[src/rtl/irrigation_pkg.sv]
// Shared definitions for the irrigation scheduler: FSM encoding, parameter
// defaults and a width helper used for zone-index ports.
package irrigation_pkg;

    typedef enum logic [1:0] {
        ST_IDLE  = 2'd0,
        ST_OPEN  = 2'd1,
        ST_GUARD = 2'd2
    } irr_state_t;

    localparam int ZONES_DEFAULT       = 4;
    localparam int TICK_W_DEFAULT      = 8;
    localparam int GUARD_TICKS_DEFAULT = 2;

    // Index width that stays legal (>= 1 bit) even for a single-zone build.
    function automatic int idx_width(input int n);
        return (n > 1) ? $clog2(n) : 1;
    endfunction

endpackage

[src/rtl/irrigation_scheduler_rr_arbiter.sv]
// Round-robin zone arbiter: searches from the zone after the last accepted
// grant, wrapping at ZONES-1; pointer advances only when the grant is accepted.
module rr_arbiter
    import irrigation_pkg::*;
#(
    parameter int ZONES = ZONES_DEFAULT
) (
    input  logic                           clock,
    input  logic                           reset,
    input  logic [ZONES-1:0]               request,
    input  logic                           accept,
    output logic [ZONES-1:0]               grant,
    output logic [idx_width(ZONES)-1:0]    grant_idx,
    output logic                           grant_valid
);

    localparam int IDX_W = idx_width(ZONES);
    localparam int CW    = IDX_W + 1;

    logic [IDX_W-1:0] start_reg;
    logic [IDX_W-1:0] start_next;
    logic [CW-1:0]    cand;

    always_comb begin
        grant       = '0;
        grant_idx   = '0;
        grant_valid = 1'b0;
        cand        = '0;
        for (int i = 0; i < ZONES; i++) begin
            cand = {1'b0, start_reg} + CW'(i);
            if (cand >= CW'(ZONES)) begin
                cand = cand - CW'(ZONES);
            end
            if (!grant_valid && request[cand[IDX_W-1:0]]) begin
                grant_valid = 1'b1;
                grant_idx   = cand[IDX_W-1:0];
            end
        end
        if (grant_valid) begin
            grant[grant_idx] = 1'b1;
        end
    end

    always_comb begin
        start_next = start_reg;
        if (accept && grant_valid) begin
            start_next = (grant_idx == IDX_W'(ZONES - 1)) ? '0 : grant_idx + IDX_W'(1);
        end
    end

    always_ff @(posedge clock) begin
        if (!reset) begin
            start_reg <= '0;
        end else begin
            start_reg <= start_next;
        end
    end

endmodule

[src/rtl/irrigation_scheduler.sv]
// Irrigation valve scheduler: grants one zone at a time round-robin, holds the
// valve open for the zone's duration in slow ticks, then enforces a guard gap.
module irrigation_scheduler
    import irrigation_pkg::*;
#(
    parameter int ZONES       = ZONES_DEFAULT,
    parameter int TICK_W      = TICK_W_DEFAULT,
    parameter int GUARD_TICKS = GUARD_TICKS_DEFAULT
) (
    input  logic                          clock,
    input  logic                          reset,
    input  logic                          slow_tick,
    input  logic [ZONES-1:0]              request,
    input  logic [ZONES*TICK_W-1:0]       duration,
    input  logic                          abort,
    output logic [ZONES-1:0]              valve,
    output logic [idx_width(ZONES)-1:0]   active_zone,
    output logic                          busy,
    output logic                          done
);

    localparam int IDX_W = idx_width(ZONES);
    localparam logic [TICK_W-1:0] ONE        = TICK_W'(1);
    localparam logic [TICK_W-1:0] GUARD_LOAD = TICK_W'((GUARD_TICKS < 1) ? 1 : GUARD_TICKS);

    irr_state_t         state_reg;
    logic [ZONES-1:0]   valve_reg;
    logic [IDX_W-1:0]   zone_reg;
    logic [TICK_W-1:0]  cnt_reg;
    logic               done_reg;

    logic [TICK_W-1:0]  dur_arr [ZONES];
    logic [TICK_W-1:0]  grant_dur;
    logic [TICK_W-1:0]  load_dur;
    logic [ZONES-1:0]   grant;
    logic [IDX_W-1:0]   grant_idx;
    logic               grant_valid;
    logic               accept;

    generate
        for (genvar gi = 0; gi < ZONES; gi++) begin : g_dur
            assign dur_arr[gi] = duration[gi*TICK_W +: TICK_W];
        end
    endgenerate

    // A zero duration still opens the valve for one tick.
    assign grant_dur = dur_arr[grant_idx];
    assign load_dur  = (grant_dur == '0) ? ONE : grant_dur;
    assign accept    = (state_reg == ST_IDLE) && grant_valid;

    rr_arbiter #(
        .ZONES (ZONES)
    ) u_arb (
        .clock       (clock),
        .reset       (reset),
        .request     (request),
        .accept      (accept),
        .grant       (grant),
        .grant_idx   (grant_idx),
        .grant_valid (grant_valid)
    );

    always_ff @(posedge clock) begin
        if (!reset) begin
            state_reg <= ST_IDLE;
            valve_reg <= '0;
            zone_reg  <= '0;
            cnt_reg   <= '0;
            done_reg  <= 1'b0;
        end else begin
            done_reg <= 1'b0;
            case (state_reg)
                ST_IDLE: begin
                    valve_reg <= '0;
                    // A tick coinciding with the grant is deliberately not counted.
                    if (grant_valid) begin
                        state_reg <= ST_OPEN;
                        cnt_reg   <= load_dur;
                        zone_reg  <= grant_idx;
                        valve_reg <= grant;
                    end
                end
                ST_OPEN: begin
                    // Abort / request drop takes priority over the final tick: no done.
                    if (abort || !request[zone_reg]) begin
                        valve_reg <= '0;
                        cnt_reg   <= GUARD_LOAD;
                        state_reg <= ST_GUARD;
                    end else if (slow_tick) begin
                        if (cnt_reg > ONE) begin
                            cnt_reg <= cnt_reg - ONE;
                        end else begin
                            valve_reg <= '0;
                            done_reg  <= 1'b1;
                            cnt_reg   <= GUARD_LOAD;
                            state_reg <= ST_GUARD;
                        end
                    end
                end
                ST_GUARD: begin
                    valve_reg <= '0;
                    if (slow_tick) begin
                        if (cnt_reg > ONE) begin
                            cnt_reg <= cnt_reg - ONE;
                        end else begin
                            cnt_reg   <= '0;
                            state_reg <= ST_IDLE;
                        end
                    end
                end
                default: begin
                    state_reg <= ST_IDLE;
                    valve_reg <= '0;
                    cnt_reg   <= '0;
                end
            endcase
        end
    end

    assign valve       = valve_reg;
    assign active_zone = zone_reg;
    assign done        = done_reg;
    assign busy        = (state_reg != ST_IDLE);

endmodule

[config.mk]
export PLATFORM = sky130hd
export DESIGN_NAME = irrigation_scheduler
export DESIGN_NICKNAME = d
export VERILOG_FILES = /design/src/rtl/irrigation_pkg.sv /design/src/rtl/irrigation_scheduler_rr_arbiter.sv /design/src/rtl/irrigation_scheduler.sv
export SDC_FILE = /design/constraint.sdc
export NUM_CORES = 1
export LEC_CHECK = 0
export BUFFER_PORTS_ARGS = -buffer_cell sky130_fd_sc_hd__clkbuf_2
export CAP_MARGIN = 20
export CORE_MARGIN = 10
export CORE_UTILIZATION = 54
export DETAILED_ROUTE_END_ITERATION = 12
export GPL_ROUTABILITY_DRIVEN = 0
export PLACE_DENSITY_LB_ADDON = 0.1
export SLEW_MARGIN = 15
export SYNTH_ARGS = -nofsm -noshare
export SYNTH_HDL_FRONTEND = slang
export SYNTH_HIERARCHICAL = 1
export SYNTH_SLANG_ARGS = --single-unit
[constraint.sdc]
create_clock -name clock -period 4.9 [get_ports clock]
set_input_delay 0.49 -clock clock [delete_from_list [all_inputs] [get_ports clock]]
set_output_delay 0.49 -clock clock [all_outputs]
set_load 0.01 [all_outputs]
After elaboration in Yosys (flattened, before gate mapping)
Cells that the tools add are included.
{ "word_totals": {"reg_bits": 19, "input_bits": 40, "out_inout_bits": 8, "word_cells": 108} }
{ "classes": {"addsub": 9, "order_cmp": 13, "n_eq_ne": 8, "muxes": 49, "bitwise_logic": 4, "reduce_logical": 19} }
{ "op_table": {"columns": ["op", "n"], "rows": [
  ["8-bit two-way mux", 9],
  ["2-bit two-way mux", 15],
  ["8-bit case mux with 3 select lines", 1],
  ["2-bit by 3-bit less-than comparator with 1-bit output, second input constant", 6],
  ["8-bit binary-select mux with 2-bit select", 1],
  ["4-bit two-way mux", 4],
  ["3-bit >= comparator, second input constant", 4],
  ["1-bit two-way mux", 11],
  ["1-bit binary-select mux with 2-bit select", 5],
  ["8-bit by 1-bit > comparator with 1-bit output, second input constant", 1],
  ["8-bit logical NOT", 1],
  ["4-bit case mux with 2 select lines", 1],
  ["2-bit by 1-bit subtractor with 2-bit output, second input constant", 4],
  ["8-bit by 1-bit subtractor with 8-bit output, second input constant", 1],
  ["2-bit by 2-bit adder with 3-bit output, second input constant", 2],
  ["1-bit logical AND", 6],
  ["2-bit inequality test, second input constant", 3],
  ["3-bit inequality test, second input constant", 2],
  ["2-bit case mux with 3 select lines", 1],
  ["5-bit AND reduction", 1],
  ["2-bit equality test, second input constant", 2],
  ["1-bit logical NOT", 4],
  ["2-bit AND reduction", 2],
  ["4-bit OR reduction", 1],
  ["12 further kinds", 14]
]} }

Logic depth before layout (Yosys ltp)
{ "logic_depth": {"depth_word": 22, "mapped_depth": 9, "depth_no_buf": 8} }

Modules after synthesis
The synthesis kept the hierarchy.
{ "by_module_without_submodules": {"columns": ["mod", "n_inst", "cells_each", "area_per_inst_um2", "seq_area_each_um2"], "rows": [
  ["irrigation_scheduler", 1, 129, 1171.1, 340.3],
  ["rr_arbiter", 1, 31, 254.0, 40.0]
]} }

Least setup slack after synthesis
OpenSTA, ideal clock, no wires.
{ "synth_path": {"path_type": "input port to flip-flop", "start": "in request[2]", "end": "reg cnt_reg[0]", "setup_ns": 0.074, "t_arrival_ns": 2.745, "t_required_ns": 4.826, "path_slack_ns": 2.080, "path_stages": 9, "n_path_buf": 1, "path_cell_list": "mux2i_1 > nor2_1 > nor3_1 > buf_2 > mux4_2 > or4_1 > nor4_1 > o21ai_1 > a31oi_1"} }
{ "synth_between": {"elab_chain_len": 20, "elab_cells_between_ends": 38, "cone_classes": "eq/ne: 2; mux: 25; bitwise: 1; reduce/logical: 10"} }
{ "synth_rtl": {"columns": ["item", "line", "rtl"], "rows": [
  ["start: declaration", "irrigation_scheduler.sv:13", "input logic [ZONES-1:0] request,"],
  ["1-bit binary-select mux with 2-bit select", "irrigation_scheduler_rr_arbiter.sv:34", "if (!grant_valid && request[cand[IDX_W-1:0]]) begin"],
  ["1-bit two-way mux (not written as such)", "irrigation_scheduler_rr_arbiter.sv:34", null],
  ["1-bit two-way mux", "irrigation_scheduler_rr_arbiter.sv:34", null],
  ["1-bit logical NOT", "irrigation_scheduler_rr_arbiter.sv:34", null],
  ["1-bit logical AND", "irrigation_scheduler_rr_arbiter.sv:34", null],
  ["1-bit two-way mux", "irrigation_scheduler_rr_arbiter.sv:34", null],
  ["1-bit logical NOT", "irrigation_scheduler_rr_arbiter.sv:34", null],
  ["1-bit logical AND", "irrigation_scheduler_rr_arbiter.sv:34", null],
  ["[... 4 more ...]", null, null],
  ["net grant_idx[0]", "irrigation_scheduler.sv:36", "logic [IDX_W-1:0] grant_idx;"],
  ["2-bit inverter with 3-bit output (not written as such) (*)", "irrigation_scheduler.sv:47", "assign grant_dur = dur_arr[grant_idx];"],
  ["8-bit binary-select mux with 2-bit select (*)", "irrigation_scheduler.sv:47", null],
  ["8-bit two-way mux (not written as such) (*) (2 in a row)", "irrigation_scheduler.sv:47", null],
  ["8-bit logical NOT", "irrigation_scheduler.sv:48", "assign load_dur = (grant_dur == '0) ? ONE : grant_dur;"],
  ["8-bit two-way mux (*)", "irrigation_scheduler.sv:48", null],
  ["8-bit two-way mux (*)", "irrigation_scheduler.sv:76", "if (grant_valid) begin"],
  ["8-bit case mux with 3 select lines (*)", "irrigation_scheduler.sv:72", "case (state_reg)"],
  ["end signal: assignment", "irrigation_scheduler.sv:78", "cnt_reg <= load_dur;"],
  ["end signal: assignment", "irrigation_scheduler.sv:91", "cnt_reg <= cnt_reg - ONE;"],
  ["end signal: assignment", "irrigation_scheduler.sv:104", "cnt_reg <= cnt_reg - ONE;"],
  ["end: declaration", "irrigation_scheduler.sv:29", "logic [TICK_W-1:0] cnt_reg;"]
]} }
Mark *: on every way through the listed nets, which the timed path passes. The rest lies on a longest branch. The select of a mux whose other input is x is not followed.
A chain may end at the register's enable or synchronous reset.

Worst setup path in the final report
{ "layout_path": {"start": "reg u_arb.start_reg[1]", "end": "reg cnt_reg[0]"} }
{ "layout_between": {"elab_chain_len": 22, "elab_cells_between_ends": 47, "cone_classes": "add/sub: 7; order compare: 4; eq/ne: 1; mux: 26; bitwise: 1; reduce/logical: 8"} }
{ "layout_rtl": {"columns": ["item", "line", "rtl"], "rows": [
  ["start: declaration", "irrigation_scheduler_rr_arbiter.sv:20", "logic [IDX_W-1:0] start_reg;"],
  ["start signal: assignment", "irrigation_scheduler_rr_arbiter.sv:55", "start_reg <= start_next;"],
  ["parallel branches: the longest is 13 deep, another holds 2-bit by 1-bit adder with 3-bit output", null, null],
  ["2-bit two-way mux (*)", "irrigation_scheduler_rr_arbiter.sv:34", null],
  ["net grant_idx[0]", "irrigation_scheduler.sv:36", null],
  ["2-bit inverter with 3-bit output (not written as such) (*)", "irrigation_scheduler.sv:47", null],
  ["8-bit binary-select mux with 2-bit select (*)", "irrigation_scheduler.sv:47", null],
  ["8-bit two-way mux (not written as such) (*) (2 in a row)", "irrigation_scheduler.sv:47", null],
  ["8-bit logical NOT", "irrigation_scheduler.sv:48", null],
  ["8-bit two-way mux (*)", "irrigation_scheduler.sv:48", null],
  ["8-bit two-way mux (*)", "irrigation_scheduler.sv:76", null],
  ["8-bit case mux with 3 select lines (*)", "irrigation_scheduler.sv:72", null]
]} }
Mark *: on every way through the listed nets, which the timed path passes. The select of a mux whose other input is x is not followed.

==> results.json <==
{
  "dieWidth_um": 71.4,
  "vdd_ir_drop_max_uv": 248,
  "status": "complete, no violations",
  "drtIter0Drc": 99,
  "path_delay_family": "simple AND/OR/NAND/NOR gates",
  "yosys.area.top_type": "dfxtp_1",
  "io_buffers": 47,
  "slew_violations": 0,
  "cts_tree": "built",
  "ant_nets": 0,
  "dp.cells": 231,
  "critPathSlowestCell": "mux4_2",
  "p_leak_uw": 0.000750,
  "insertion_delay_ns": 0.29,
  "reg2reg_to": "cnt_reg[0]",
  "ys_ff_latch": 19,
  "hold_end": "done",
  "grtUsageTotal_pct": 14.2,
  "overflow": 0,
  "via_per_inst": 5.93,
  "avgSynthCellArea_um2": 8.91,
  "r2r_cells": 9,
  "clock-root-buffer": "clkbuf_4",
  "synthTopCellsByArea": "dfxtp_1 27%, mux4_2 13%, ha_1 5.3%",
  "path_cells": "mux2i_1 > nor2_1 > nor3_2 > buf_4 > mux4_2 > or4_1 > nor4_1 > o21ai_1 > a31oi_1",
  "wl_per_cell_um": 16.0,
  "p_per_area_nw_per_um2": 401,
  "diodes": 0,
  "synth.most_common_cell": "dfxtp_1",
  "criticalPathCategory": "reg -> reg",
  "vias": 1400,
  "largest_reg_flops": 8,
  "hold_viol": 0,
  "fin_tns_setup_ns": 0,
  "fin_crit_sh_pct": 55.0,
  "rows": 18,
  "slew_headroom_pct": 42.2,
  "r2r-start": "u_arb/start_reg[1]",
  "initial_core_util_pct": 57.0,
  "cts_buffer_depth": 2,
  "fin_crit_ns": 2.70,
  "rsz0062_at_grt": "false",
  "synth_cells": 160,
  "setup_viol": 0,
  "maxCapViolations": 0,
  "ys_types": 46,
  "instances_no_fill": 236,
  "fmax_ghz": 0.371,
  "yosysWarnings": 6,
  "holdPathStages": 3,
  "synth_common_cells": "19 x dfxtp_1, 17 x nor2_1, 12 x a21oi_1",
  "synth_edf_count": 0,
  "worstSetupEndpointType": "register",
  "critPathRequiredTime_ns": 5.12,
  "cts_resized": 0,
  "ys_seq_area_share_pct": 26.7,
  "synthArstFlopShare_pct": 0,
  "critPathArrivalTime_ns": 2.92,
  "dp_hpwl_um": 3110,
  "syn_area_um2": 1430,
  "syn_nets": 206,
  "cts_setup_buffers": 0,
  "grt_max_degree": 17,
  "antenna_found_initial": 0,
  "crit_fanout": 13,
  "floorplan.io_pins": 48,
  "slowest_delay_ns": 0.54,
  "area_growth_pct": 20.3,
  "worst_pin_slew_ns": 0.864,
  "coreArea_um2": 2500,
  "fin_nets": 253,
  "reg2reg_slack_ns": 2.20,
  "crit_buf_inv": 1,
  "cts_sinks": 19,
  "grt_pass1_wl_um": 6210,
  "htreeDepth": 1,
  "clk_pin_slew_ns": 0.11,
  "drtPass1Iterations": 6,
  "drc": 0,
  "die-height_um": 71.4,
  "drive_above_1_share_pct": 34.5,
  "grt_pass1_vias": 1393,
  "dieArea_um2": 5090,
  "hp-class": "in -> reg",
  "worstHoldStart": "slow_tick",
  "ctsHoldBuffers": 0,
  "cp-start-kind": "register",
  "cts_made_buffers": 3,
  "wirelength_um": 3780,
  "synthFlopType": "dfxtp_1",
  "skew_ns": 0.00542,
  "yosysTopAreaCellShare_pct": 26.7
}
==> per-stage QoR <==
stage / setup slack [ns] / hold slack, ns / cell area, um^2 / power [uW] / utilization, %
finish: 2.20 / 0.465 / 1710 / 687 / 68.6
global route: 1.98 / 0.468 / 1710 / 744 / 68.6
CTS: 2.20 / 0.455 / 1710 / 686 / 68.4
detailed placement: 2.08 / 0.481 / 1680 / 605 / 67.3
global placement: 2.18 / 0.456 / 1680 / 593 / 67.3
floorplan: 2.08 / 0.445 / 1430 / 514 / -
==> kinds of logic after synthesis <==
logic type	after synthesis	share of synthesized area [%]
flip-flops	19	26.7
multiplexers	15	17.6
buffers and inverters	16	4.30
AND/OR/NAND/NOR	59	24.2
XOR/XNOR	3	1.84
adder cells (fa/ha/maj)	6	5.27
AO/OA/AOI/OAI	42	20.0
==> report_power, final <==
part / internal [uW] / switching (uW)
logic: 179 / 191
clock network: 31.6 / 46.4
registers: 190 / 48.6
==> how the worst max path moves through the flow <==
stage | cells after the start | from | slack [ns] | endpoint
after floorplan | 9 | request[2] | 2.08 | cnt_reg[0]
after global placement | 10 | request[0] | 2.18 | cnt_reg[0]
after detailed placement | 10 | request[2] | 2.08 | cnt_reg[0]
after CTS | 9 | u_arb/start_reg[1] | 2.20 | cnt_reg[0]
after global routing | 9 | u_arb/start_reg[1] | 1.98 | cnt_reg[0]
final | 9 | u_arb/start_reg[1] | 2.20 | cnt_reg[0]
==> cell usage in the layout (no fill, tap or decap), types with 5 or more instances in the layout <==
cell,count
mux4_2,8
mux2i_1,6
inv_1,9
nand2_1,7
ha_1,6
o21ai_0,6
nand2b_1,5
nor2_1,17
a22oi_1,8
a21oi_1,12
dfxtp_1,19
nand3_1,6
clkbuf_2,48
==> per-layer routing <==
layer  wire [um]  share of wire, %  up-vias  global-route usage, %
met2        1700                45       65                   22.3
met5           0                 0        -                      0
met1        1620                43      636                   17.0
met4          14              0.37        0                   2.58
li1            -                 -      697                      -
met3         447                12        2                   7.30
==> worst reg2reg max path, stage by stage (launching register included) <==
cell,delay (ns)
dfxtp_1,0.46
mux2i_1,0.23
nor2_1,0.07
nor3_2,0.16
buf_4,0.26
mux4_2,0.54
or4_1,0.52
nor4_1,0.18
o21ai_1,0.09
a31oi_1,0.14
==> final cells by class <==
type / instances / area (um^2)
fillers: 203 / 786
multi-input cells: 125 / 988
clock buffers: 4 / 26.3
flip-flops and latches: 19 / 380
inverters: 9 / 33.8
repair buffers: 49 / 248
well taps: 30 / 37.5
(Power assumes the default switching activity.)
